==> src/rtl/circular_buffer_reader_if.sv <==
// Handshake/bus bundle between the circular buffer reader and its controller/consumer.
// master drives control and stride inputs, slave (the reader) drives address and status.
interface circular_buffer_reader_if #(
  parameter int WIDTH     = 3,
  parameter int WIDTH_INC = 2
);
  logic                 stall;
  logic                 clr;
  logic                 ld;
  logic [WIDTH-1:0]     pin;
  logic [WIDTH-1:0]     max_count;
  logic [WIDTH_INC-1:0] inc;
  logic                 wr_adv;
  logic [WIDTH_INC-1:0] wr_inc;
  logic                 rd_ready;
  logic [WIDTH-1:0]     rd_addr;
  logic                 rd_valid;
  logic [WIDTH:0]       occupancy;
  logic                 empty;
  logic                 full;
  logic                 err;

  modport master (
    output stall, clr, ld, pin, max_count, inc, wr_adv, wr_inc, rd_ready,
    input  rd_addr, rd_valid, occupancy, empty, full, err
  );

  modport slave (
    input  stall, clr, ld, pin, max_count, inc, wr_adv, wr_inc, rd_ready,
    output rd_addr, rd_valid, occupancy, empty, full, err
  );
endinterface

==> src/rtl/circular_buffer_reader.sv <==
// Read pointer / occupancy tracker mirroring the wrap-around write counter; 1-cycle write-to-read latency.
// Optional sticky overflow flag built only when CBR_OVERFLOW_ERR_EN is defined (otherwise err is tied 0).
module circular_buffer_reader #(
  parameter int WIDTH     = 3,
  parameter int WIDTH_INC = 2
) (
  input  logic                     clk,
  input  logic                     rst,
  circular_buffer_reader_if.slave  bus
);

  logic [WIDTH-1:0]   r_rd_addr;
  logic [WIDTH:0]     r_occupancy;

  logic               w_rd_valid;
  logic               w_pop;
  logic [WIDTH:0]     w_max_ext;
  logic [WIDTH:0]     w_inc_ext;
  logic [WIDTH:0]     w_sum;
  logic [WIDTH:0]     w_wrapped;
  logic [WIDTH+1:0]   w_add;
  logic [WIDTH+1:0]   w_sub;
  logic [WIDTH+1:0]   w_occ_next;
  logic               w_overflow;
  logic [WIDTH:0]     w_occ_sat;

  assign w_max_ext = {1'b0, bus.max_count};
  assign w_inc_ext = (WIDTH+1)'(bus.inc);

  // Pop needs a full stride available, which also rules out occupancy underflow.
  assign w_rd_valid = !bus.stall && (r_occupancy != '0) && (r_occupancy >= w_inc_ext);
  assign w_pop      = w_rd_valid && bus.rd_ready;

  assign w_sum     = {1'b0, r_rd_addr} + w_inc_ext;
  assign w_wrapped = (w_sum >= w_max_ext) ? (w_sum - w_max_ext) : w_sum;

  assign w_add      = bus.wr_adv ? (WIDTH+2)'(bus.wr_inc) : {(WIDTH+2){1'b0}};
  assign w_sub      = w_pop ? (WIDTH+2)'(bus.inc) : {(WIDTH+2){1'b0}};
  assign w_occ_next = {1'b0, r_occupancy} + w_add - w_sub;
  assign w_overflow = w_occ_next > {1'b0, w_max_ext};
  assign w_occ_sat  = w_overflow ? w_max_ext : (WIDTH+1)'(w_occ_next);

  always_ff @(posedge clk) begin
    if (rst) begin
      r_rd_addr   <= '0;
      r_occupancy <= '0;
    end else if (bus.stall) begin
      r_rd_addr   <= r_rd_addr;
      r_occupancy <= r_occupancy;
    end else if (bus.clr) begin
      r_rd_addr   <= '0;
      r_occupancy <= '0;
    end else if (bus.ld) begin
      r_rd_addr   <= bus.pin;
      r_occupancy <= '0;
    end else begin
      if (w_pop) begin
        r_rd_addr <= WIDTH'(w_wrapped);
      end
      r_occupancy <= w_occ_sat;
    end
  end

`ifdef CBR_OVERFLOW_ERR_EN
  logic r_err;

  // Sticky: only rst or clr release it; ld keeps the history of lost data.
  always_ff @(posedge clk) begin
    if (rst) begin
      r_err <= 1'b0;
    end else if (bus.stall) begin
      r_err <= r_err;
    end else if (bus.clr) begin
      r_err <= 1'b0;
    end else if (bus.ld) begin
      r_err <= r_err;
    end else if (w_overflow) begin
      r_err <= 1'b1;
    end
  end

  assign bus.err = r_err;
`else
  assign bus.err = 1'b0;
`endif

  assign bus.rd_addr   = r_rd_addr;
  assign bus.occupancy = r_occupancy;
  assign bus.rd_valid  = w_rd_valid;
  assign bus.empty     = (r_occupancy == '0);
  assign bus.full      = (r_occupancy == w_max_ext);

endmodule

==> src/flat_wrapper.sv <==
// flat-port wrapper written by rule: the top's interface ports become plain ports
module circular_buffer_reader_flat 
#(
  parameter int WIDTH     = 3,
  parameter int WIDTH_INC = 2
)
  (clk, rst, bus_stall, bus_clr, bus_ld, bus_pin, bus_max_count, bus_inc, bus_wr_adv, bus_wr_inc, bus_rd_ready, bus_rd_addr, bus_rd_valid, bus_occupancy, bus_empty, bus_full, bus_err);
  circular_buffer_reader_if #(.WIDTH(WIDTH), .WIDTH_INC(WIDTH_INC)) bus_i ();
  input  logic clk;
  input  logic rst;
  input wire logic [$bits(bus_i.stall)-1:0] bus_stall;
  input wire logic [$bits(bus_i.clr)-1:0] bus_clr;
  input wire logic [$bits(bus_i.ld)-1:0] bus_ld;
  input wire logic [$bits(bus_i.pin)-1:0] bus_pin;
  input wire logic [$bits(bus_i.max_count)-1:0] bus_max_count;
  input wire logic [$bits(bus_i.inc)-1:0] bus_inc;
  input wire logic [$bits(bus_i.wr_adv)-1:0] bus_wr_adv;
  input wire logic [$bits(bus_i.wr_inc)-1:0] bus_wr_inc;
  input wire logic [$bits(bus_i.rd_ready)-1:0] bus_rd_ready;
  output wire logic [$bits(bus_i.rd_addr)-1:0] bus_rd_addr;
  output wire logic [$bits(bus_i.rd_valid)-1:0] bus_rd_valid;
  output wire logic [$bits(bus_i.occupancy)-1:0] bus_occupancy;
  output wire logic [$bits(bus_i.empty)-1:0] bus_empty;
  output wire logic [$bits(bus_i.full)-1:0] bus_full;
  output wire logic [$bits(bus_i.err)-1:0] bus_err;
  assign bus_i.stall = bus_stall;
  assign bus_i.clr = bus_clr;
  assign bus_i.ld = bus_ld;
  assign bus_i.pin = bus_pin;
  assign bus_i.max_count = bus_max_count;
  assign bus_i.inc = bus_inc;
  assign bus_i.wr_adv = bus_wr_adv;
  assign bus_i.wr_inc = bus_wr_inc;
  assign bus_i.rd_ready = bus_rd_ready;
  assign bus_rd_addr = bus_i.rd_addr;
  assign bus_rd_valid = bus_i.rd_valid;
  assign bus_occupancy = bus_i.occupancy;
  assign bus_empty = bus_i.empty;
  assign bus_full = bus_i.full;
  assign bus_err = bus_i.err;
  circular_buffer_reader #(.WIDTH(WIDTH), .WIDTH_INC(WIDTH_INC)) u_core (.clk(clk), .rst(rst), .bus(bus_i));
endmodule
==> config.mk <==
export PLATFORM = sky130hd
export DESIGN_NAME = circular_buffer_reader_flat
export DESIGN_NICKNAME = d
export VERILOG_FILES = /design/src/rtl/circular_buffer_reader_if.sv /design/src/rtl/circular_buffer_reader.sv /design/src/flat_wrapper.sv
export SDC_FILE = /design/constraint.sdc
export NUM_CORES = 1
export LEC_CHECK = 0
export ABC_AREA = 1
export CAP_MARGIN = 5
export CELL_PAD_IN_SITES_DETAIL_PLACEMENT = 0
export CELL_PAD_IN_SITES_GLOBAL_PLACEMENT = 1
export CORE_MARGIN = 2
export CORE_UTILIZATION = 36
export CTS_CLUSTER_DIAMETER = 100
export DETAILED_ROUTE_END_ITERATION = 6
export MAX_ROUTING_LAYER = met4
export PLACE_DENSITY_LB_ADDON = 0.1
export SLEW_MARGIN = 20
export SYNTH_ARGS = -nofsm -noshare
export SYNTH_HDL_FRONTEND = slang
export SYNTH_SLANG_ARGS = --single-unit
==> constraint.sdc <==
create_clock -name clk -period 8.56 [get_ports clk]
set_input_delay 1.284 -clock clk [delete_from_list [all_inputs] [get_ports clk]]
set_output_delay 1.284 -clock clk [all_outputs]
set_load 0.02 [all_outputs]
### Yosys cells after proc, flatten, opt, wreduce, memory -nomap -nowiden

Cells that the tools add are included.

* output and inout port bits: 11
* bits in registers: 7
* logic and storage cells: 28

* bitwise operators: 1
* add/sub/neg operators: 4
* mux-type cells: 9
* reduce and logical (&&, ||, !) cells: 8
* equality and inequality tests: 1
* magnitude comparators: 3

Operator list (number)
* 2-to-1 mux 3 bit: 4
* 2-to-1 mux 4 bit: 3
* adder 4 x 5 -> 5 bit: 1
* greater-than comparator 5 x 3 -> 1 bit: 1
* subtractor 5 bit: 1
* adder 3 x 2 -> 4 bit: 1
* == test 4 x 3 -> 1 bit: 1
* greater-or-equal comparator 4 x 2 -> 1 bit: 1
* greater-or-equal comparator 4 x 3 -> 1 bit: 1
* zero test 4 bit: 1
* 2-to-1 mux 2 bit: 2
* nonzero test 4 bit: 1
* logical AND 1 bit: 3
* nonzero test 3 bit: 1
* subtractor 3 bit: 1
* AND reduction 2 bit: 1
* zero test 1 bit: 1
* NOT 1 bit: 1

### Depth between registers and ports, before layout

Gate-level depths: netlist of the first run.

* depth after elaboration: 10
* mapped depth: 24

### Least setup slack after synthesis of the first run

OpenSTA, ideal clock, no wires.

* path kind: in2reg
* from: input bus_inc[1]
* to: register u_core.r_occupancy[1], in the netlist u_core.bus.occupancy[1]
* buffers on the path: 0
* arrival time: 4100 ps
* required time: 8447 ps
* path slack: 4347 ps
* cell stages on the path: 21
* cells stage by stage: inv_1 -> ha_1 -> nand2_1 -> nand2_1 -> nand2_1 -> nand3_1 -> nand2_1 -> inv_1 -> nand3_1 -> fa_1 -> fa_1 -> xor2_1 -> ha_1 -> nand3b_1 -> nand3_1 -> nand2_1 -> inv_1 -> nor2_4 -> nand3b_1 -> nand3_1 -> nand2_1

* cells in the longest elaborated chain, start to end: 9

RTL lines
* start, declared: RTL line flat_wrapper.sv:16 `input wire logic [$bits(bus_i.inc)-1:0] bus_inc;`
* greater-or-equal comparator 4 x 2 -> 1 bit (*): RTL line circular_buffer_reader.sv:31 `assign w_rd_valid = !bus.stall && (r_occupancy != '0) && (r_occupancy >= w_inc_ext);`
* logical AND 1 bit (*): RTL line circular_buffer_reader.sv:31
* via bus_rd_valid: RTL line flat_wrapper.sv:21 `output wire logic [$bits(bus_i.rd_valid)-1:0] bus_rd_valid;`
* logical AND 1 bit (*): RTL line circular_buffer_reader.sv:32 `assign w_pop = w_rd_valid && bus.rd_ready;`
* 2-to-1 mux 2 bit (*): RTL line circular_buffer_reader.sv:38 `assign w_sub = w_pop ? (WIDTH+2)'(bus.inc) : {(WIDTH+2){1'b0}};`
* subtractor 5 bit (*): RTL line circular_buffer_reader.sv:39 `assign w_occ_next = {1'b0, r_occupancy} + w_add - w_sub;`
* greater-than comparator 5 x 3 -> 1 bit: RTL line circular_buffer_reader.sv:40 `assign w_overflow = w_occ_next > {1'b0, w_max_ext};`
* 2-to-1 mux 4 bit (*): RTL line circular_buffer_reader.sv:41 `assign w_occ_sat = w_overflow ? w_max_ext : (WIDTH+1)'(w_occ_next);`
* 2-to-1 mux 4 bit (*): RTL line circular_buffer_reader.sv:53 `end else if (bus.ld) begin`
* 2-to-1 mux 4 bit (*): RTL line circular_buffer_reader.sv:50 `end else if (bus.clr) begin`
* end signal, assigned: RTL line circular_buffer_reader.sv:49 `r_occupancy <= r_occupancy;`
* end signal, assigned: RTL line circular_buffer_reader.sv:60 `r_occupancy <= w_occ_sat;`
* end, declared: RTL line circular_buffer_reader.sv:13 `logic [WIDTH:0] r_occupancy;`

The timed path passes the listed nets; every way through them passes the cells marked *.
A chain may end at the register's enable or synchronous reset.

### Worst setup path in the final report of the first run

* from: input bus_inc[1]
* to: register u_core.r_occupancy[1], in the netlist u_core.bus.occupancy[1]

* cells in the longest elaborated chain, start to end: 9

RTL lines (RTL line)
* greater-or-equal comparator 4 x 2 -> 1 bit: circular_buffer_reader.sv:31
* logical AND 1 bit: circular_buffer_reader.sv:31
* logical AND 1 bit: circular_buffer_reader.sv:32
* 2-to-1 mux 2 bit (*): circular_buffer_reader.sv:38
* subtractor 5 bit (*): circular_buffer_reader.sv:39
* greater-than comparator 5 x 3 -> 1 bit: circular_buffer_reader.sv:40
* 2-to-1 mux 4 bit (*): circular_buffer_reader.sv:41
* 2-to-1 mux 4 bit (*): circular_buffer_reader.sv:53
* 2-to-1 mux 4 bit (*): circular_buffer_reader.sv:50

Mark *: on every way between the ends. The rest lies on a longest branch, timed or not.

==> results.json, run 1 <==
{
  "cp_slowest_stage_delay_ps": 590,
  "final_cell_mix": "nand2_1 (35), inv_1 (30), clkdlybuf4s50_1 (26)",
  "dr.pass1.iters": 6,
  "setup_viol": 0,
  "grt_pass1_vias": 1027,
  "die-height_um": 58.7,
  "antenna_found_initial": 0,
  "hold_slack_ps": 529,
  "yosys_warnings": 0,
  "vias": 1042,
  "min_period_over_period": 0.556,
  "power_leakage_nw": 0.717,
  "clk_pin_slew_ps": 50,
  "rsz0062_at_grt": "no",
  "period_needed_ps": 4760,
  "synthCells": 163,
  "cts.sinks": 7,
  "layout_commonest_cell": "nand2_1",
  "gp_congestion": 0.845,
  "ys_ff_latch": 7,
  "p_per_area_nw_per_um2": 115,
  "criticalPathCategory": "in2reg",
  "io_pins": 28,
  "finalNetCount": 231,
  "port-buffer-count": 26,
  "violations": "DRC",
  "hold_path.class": "reg2reg",
  "diodes": 0,
  "irDropWorstVdd_mv": 0.0777,
  "path_cells": "clkdlybuf4s50_1 > inv_1 > ha_1 > nand2_1 > nand2_1 > nand2_1 > nand3_1 > nand2_1 > inv_1 > nand3_1 > fa_1 > fa_1 > xor2_1 > ha_1 > nand3b_1 > nand3_1 > nand2_1 > inv_1 > nor2_4 > nand3b_1 > nand3_1 > nand2_1",
  "synth_async_sr_flop_share": 0,
  "yosysUniqueCellTypes": 26,
  "required_ps": 8710,
  "routed_wl_um": 2590,
  "cts-root-buf": "clkbuf_4",
  "cts_htree_levels": 1,
  "clock.fmax_ghz": 0.210,
  "post-cts-setup-buffers": 0,
  "syn-cell-area_sq_um": 1080,
  "die_w_um": 58.7,
  "syn2layout_area_growth_pct": 29.5,
  "end_kind": "flip-flop",
  "post_cts_resize_count": 0,
  "cap_viol_max_count": 0,
  "cts_hold_buf": 0,
  "finalHoldViolCount": 0,
  "relSlewSlack": 0.624,
  "yosys_most_used_dff": "dfxtp_1",
  "ys_seq_area_frac": 0.130,
  "viasPerCell": 4.67,
  "worstPathArrival_ps": 4900,
  "synth_edf_count": 0,
  "grt_max_degree": 7,
  "grt_pass1_wl_um": 4370,
  "numCtsBuffers": 3,
  "row_count": 19,
  "drtAntennaViolNets": 0,
  "avgSynthCellArea_sq_um": 6.61,
  "dp_slack_ps": 3540,
  "tritoncts": "done",
  "finClkSkew_ps": 2.89,
  "routedWlPerCell_um": 11.6,
  "start_util": 0.384,
  "drive_gt1_frac": 0.0781,
  "path_delay_family": "adder cells",
  "max_slew.worst_pin.slew_ps": 559,
  "overflow": 0,
  "cpMostUsedCell": "nand2_1",
  "crit_path_start_kind": "primary input",
  "clock_latency_ps": 250,
  "path_max_fanout": 4,
  "drc": 1,
  "dieArea_sq_um": 3450,
  "drtIter0Drc": 39,
  "core_sq_um": 2810,
  "cpMaxStageDelayCell": "clkdlybuf4s50_1",
  "fin_ws_ps": 3800,
  "hpwlAfterDp_um": 2270,
  "syn_nets": 201,
  "status": "complete, but fails checks",
  "clockBufferDepth": 2,
  "crit_buf_inv": 4,
  "gr-usage-all-layers": 0.168,
  "slew_violations": 0,
  "fin_setup_tns_ps": 0
}
==> worst min-delay path, stage by stage (launching register included) <==
cell and delay [ps]:
dfxtp_1 340, nand3_1 90, nand2_1 50
==> Yosys cell counts, types with 2 or more instances <==
cell      number  area [sq um]
fa_1           4          80.1
a21oi_1        2          10.0
clkinv_1       3          11.3
xor2_1         3          26.3
nand2_1       35           131
dfxtp_1        7           140
nor2_2         3          18.8
nand3_1       24           120
inv_1         30           113
inv_2          2          7.51
nand3b_1       3          22.5
nor2_1        14          52.6
nand2_2        4          25.0
ha_1          17           213
==> state kept, by name (all words and copies together) (netlist names) <==
register and flops:
u_core.bus.occupancy 4, u_core.bus.rd_addr 3
==> power by group <==
part	switching (mW)	internal, mW	total, mW
Sequential	0.00265	0.0345	0.0372
Clock	0.0124	0.0178	0.0302
Combinational	0.0523	0.0412	0.0935
Total	0.0674	0.0936	0.161
==> through the flow <==
stage	util	area, sq um	cells	power [mW]
floorplan	-	1080	163	0.103
global placement	0.488	1370	219	0.129
detailed placement	0.488	1370	219	0.131
CTS	0.497	1400	223	0.163
global route	0.497	1400	223	0.176
finish	0.497	1400	223	0.161
==> layout make-up <==
class / count / area (sq um)
Fill cell: 290 / 1410
Tap cell: 31 / 38.8
Clock buffer: 4 / 26.3
Inverter: 35 / 131
Sequential cell: 7 / 140
Multi-Input combinational cell: 120 / 798
Timing Repair Buffer: 26 / 260
==> layer usage <==
metal,GRT usage,routed length (um),up-vias
met2,0.270,1140,25
met3,0.0132,103,0
met5,-,0,-
met1,0.235,1340,451
li1,-,-,566
met4,0.0292,0,0
==> path summary, 6_finish.rpt <==
kind | start | to | slack [ps] | cells after the start
min | u_core.bus.occupancy[0]$_SDFFE_PP0N_ | u_core.bus.occupancy[0]$_SDFFE_PP0N_ | 530 | 2
max reg2reg | u_core.bus.occupancy[3]$_SDFFE_PP0N_ | u_core.bus.occupancy[1]$_SDFFE_PP0N_ | 4960 | 20
min reg2reg | u_core.bus.occupancy[0]$_SDFFE_PP0N_ | u_core.bus.occupancy[0]$_SDFFE_PP0N_ | 530 | 2
max | bus_inc[1] | u_core.bus.occupancy[1]$_SDFFE_PP0N_ | 3800 | 22
==> logic make-up after synthesis <==
family	synth area share
buffers and inverters	0.129
other	0.00348
and+or+nand+nor	0.365
adders and majority gates	0.272
AOI/OAI and AO/OA	0.0430
xor gates and xnor gates	0.0581
DFF	0.130
Power figures use the tool's default switching activity.
==> inputs of run 2 (changes only) <==
Settings changed: CORE_UTILIZATION 36 to 30.
Clock period 8.56 ns to 3.95 ns, I/O delays scaled along.
==> run 2 against run 1 <==
Against the previous run:
- the run now ends clean
- cell area increased by 7.1%
- wire length increased by 11%
- first-iteration DRC count decreased by 2.6%
- critical path depth decreased by 3
- hold slack improved by 24 ps
- count of clock-buffer cells in the layout unchanged
- via count increased by 5.3%
- clock skew increased by 2.7 ps
- sequential share of layout area decreased by 0.66 points
- register-to-register slack got worse by 4500 ps
- flip-flop and latch count unchanged
- largest cell class unchanged
- highest routed layer is now met4
==> results.json, run 2 (same netlist as run 1, synthesis figures left out) <==
{
  "reg2reg_from": "u_core.bus.occupancy[3]$_SDFFE_PP0N_",
  "largest_register_ffs": 4,
  "drtIter0Drc": 38,
  "syn2layout_area_growth_pct": 38.7,
  "worstHoldStart": "u_core.bus.occupancy[0]$_SDFFE_PP0N_",
  "hpwlAfterDp_um": 2500,
  "routed_wl_um": 2880,
  "end_kind": "flip-flop",
  "path_cells": "clkdlybuf4s50_1 > ha_1 > nand3_1 > nand3_1 > nand2_1 > inv_1 > nand3_1 > fa_1 > fa_2 > xor2_2 > ha_1 > nand3b_1 > nand3_1 > nand2_1 > inv_1 > nor2_4 > nand3b_1 > nand3_1 > nand2_1",
  "worstPathArrival_ps": 3740,
  "slew_violations": 0,
  "cpMostUsedCell": "nand3_1",
  "power_leakage_nw": 0.771,
  "grt_max_degree": 7,
  "reg2reg_depth": 20,
  "irDropWorstVdd_mv": 0.0669,
  "die-height_um": 63.9,
  "place_inst": 242,
  "core_sq_um": 3390,
  "cts_hold_buf": 0,
  "met1_length_um": 1350,
  "clk_pin_slew_ps": 60,
  "cts.sinks": 7,
  "criticalPathCategory": "in2reg",
  "p_per_area_nw_per_um2": 241,
  "cap_viol_max_count": 0,
  "path_max_fanout": 4,
  "met3_length_um": 67,
  "cts_htree_levels": 1,
  "period_needed_ps": 3590,
  "dieArea_sq_um": 4090,
  "cpMaxStageDelayCell": "fa_1",
  "whs_path_depth": 2,
  "drive_gt1_frac": 0.129,
  "stdcell_count": 247,
  "row_count": 21,
  "viasPerCell": 4.44,
  "gp_congestion": 0.830,
  "ff2ff_setup_slack_ps": 490,
  "finClkSkew_ps": 5.56,
  "die_w_um": 63.9,
  "worstReg2RegEnd": "u_core.bus.occupancy[1]$_SDFFE_PP0N_",
  "required_ps": 4100,
  "start_util": 0.318,
  "cp_slowest_stage_delay_ps": 490,
  "io_pins": 28,
  "overflow": 0,
  "nFillCells": 346,
  "numCtsBuffers": 3,
  "relSlewSlack": 0.649,
  "grt_pass1_wl_um": 4840,
  "dr.pass1.iters": 3,
  "crit_path_start_kind": "primary input",
  "setup_viol": 0,
  "clockBufferDepth": 2,
  "finalHoldViolCount": 0,
  "max_slew.worst_pin.slew_ps": 522,
  "vias": 1097,
  "rsz0062_at_grt": "no",
  "hold_path.class": "reg2reg",
  "antenna_found_initial": 0,
  "port-buffer-count": 26,
  "min_to": "u_core.bus.occupancy[0]$_SDFFE_PP0N_",
  "layout_commonest_cell": "nand2_1",
  "final_cell_mix": "nand2_1 (35), inv_1 (30), clkdlybuf4s50_1 (25)",
  "finalNetCount": 240,
  "drtAntennaViolNets": 0,
  "grt_pass1_vias": 1086,
  "cts-root-buf": "clkbuf_4",
  "clock_latency_ps": 250,
  "fin_setup_tns_ps": 0,
  "min_period_over_period": 0.909,
  "clock.fmax_ghz": 0.279,
  "gr-usage-all-layers": 0.155,
  "wl_met2_um": 1420,
  "hold_slack_ps": 553,
  "highest_layer": "met4",
  "routedWlPerCell_um": 11.7,
  "tritoncts": "done",
  "drc": 0,
  "status": "finished clean",
  "diodes": 0
}
[run 2: changes by cell type in the layout (fill, tap and decap cells not counted)]
cell             delta
dlymetal6s2s_1      +1
xor2_2              +1
buf_4               +9
clkdlybuf4s50_1     -1
fa_1                -1
xor2_1              -1
fa_2                +1
[run 2: routing by layer]
layer  up-vias  GRT usage
li1        585          -
met5         -          -
met4         0     0.0571
met1       489      0.182
met2        19      0.273
met3         4     0.0141
[run 2: critical path, delay by kind of cell]
kind,cells,cell delay (ps)
fa+ha+maj,4,1480
simple gates,11,950
buf+inv,3,550
xor+xnor,1,160
[run 2: per-stage QoR]
step / total power, mW / cell area [sq um] / util / setup slack (ps)
detailed placement: 0.292 / 1450 / 0.427 / -241
floorplan: 0.223 / 1080 / - / 384
CTS: 0.363 / 1470 / 0.435 / 17.0
global placement: 0.288 / 1450 / 0.427 / -128
finish: 0.361 / 1490 / 0.441 / 360
global route: 0.395 / 1490 / 0.441 / 128
[run 2: repair_timing]
item / 4_1_cts / 5_1_grt
endpoints found under the setup margin: 0 / 3
resized for setup: 0 / 3
hold endpoints to repair: 0 / 0
buffers inserted: 0 / 1
[run 2: power by group]
part | switching, mW | leakage [nW] | total [mW] | internal (mW)
clock network | 0.0291 | 0.0150 | 0.0679 | 0.0387
registers | 0.00581 | 0.0572 | 0.0805 | 0.0747
logic | 0.115 | 0.699 | 0.212 | 0.0968
[run 2: worst max path at each step]
stage | start | endpoint | cells after the start
2_1_floorplan | u_core.bus.occupancy[3]$_SDFFE_PP0N_ | u_core.bus.occupancy[1]$_SDFFE_PP0N_ | 20
3_3_place_gp | bus_inc[1] | u_core.bus.occupancy[1]$_SDFFE_PP0N_ | 22
3_5_place_dp | bus_inc[1] | u_core.bus.occupancy[1]$_SDFFE_PP0N_ | 22
4_1_cts | bus_inc[1] | u_core.bus.occupancy[1]$_SDFFE_PP0N_ | 22
5_1_grt | bus_inc[0] | u_core.bus.occupancy[1]$_SDFFE_PP0N_ | 23
6_report | bus_inc[0] | u_core.bus.occupancy[1]$_SDFFE_PP0N_ | 19
[run 2: final cells by class]
| cell class | count | area [sq um] | share of cell area |
|---|---|---|---|
| Inverter | 35 | 131 | 0.0879 |
| Timing Repair Buffer | 35 | 330 | 0.221 |
| Multi-Input combinational cell | 120 | 808 | 0.541 |
| Sequential cell | 7 | 140 | 0.0938 |
| Clock buffer | 4 | 26.3 | 0.0176 |
| Tap cell | 46 | 57.6 | 0.0385 |
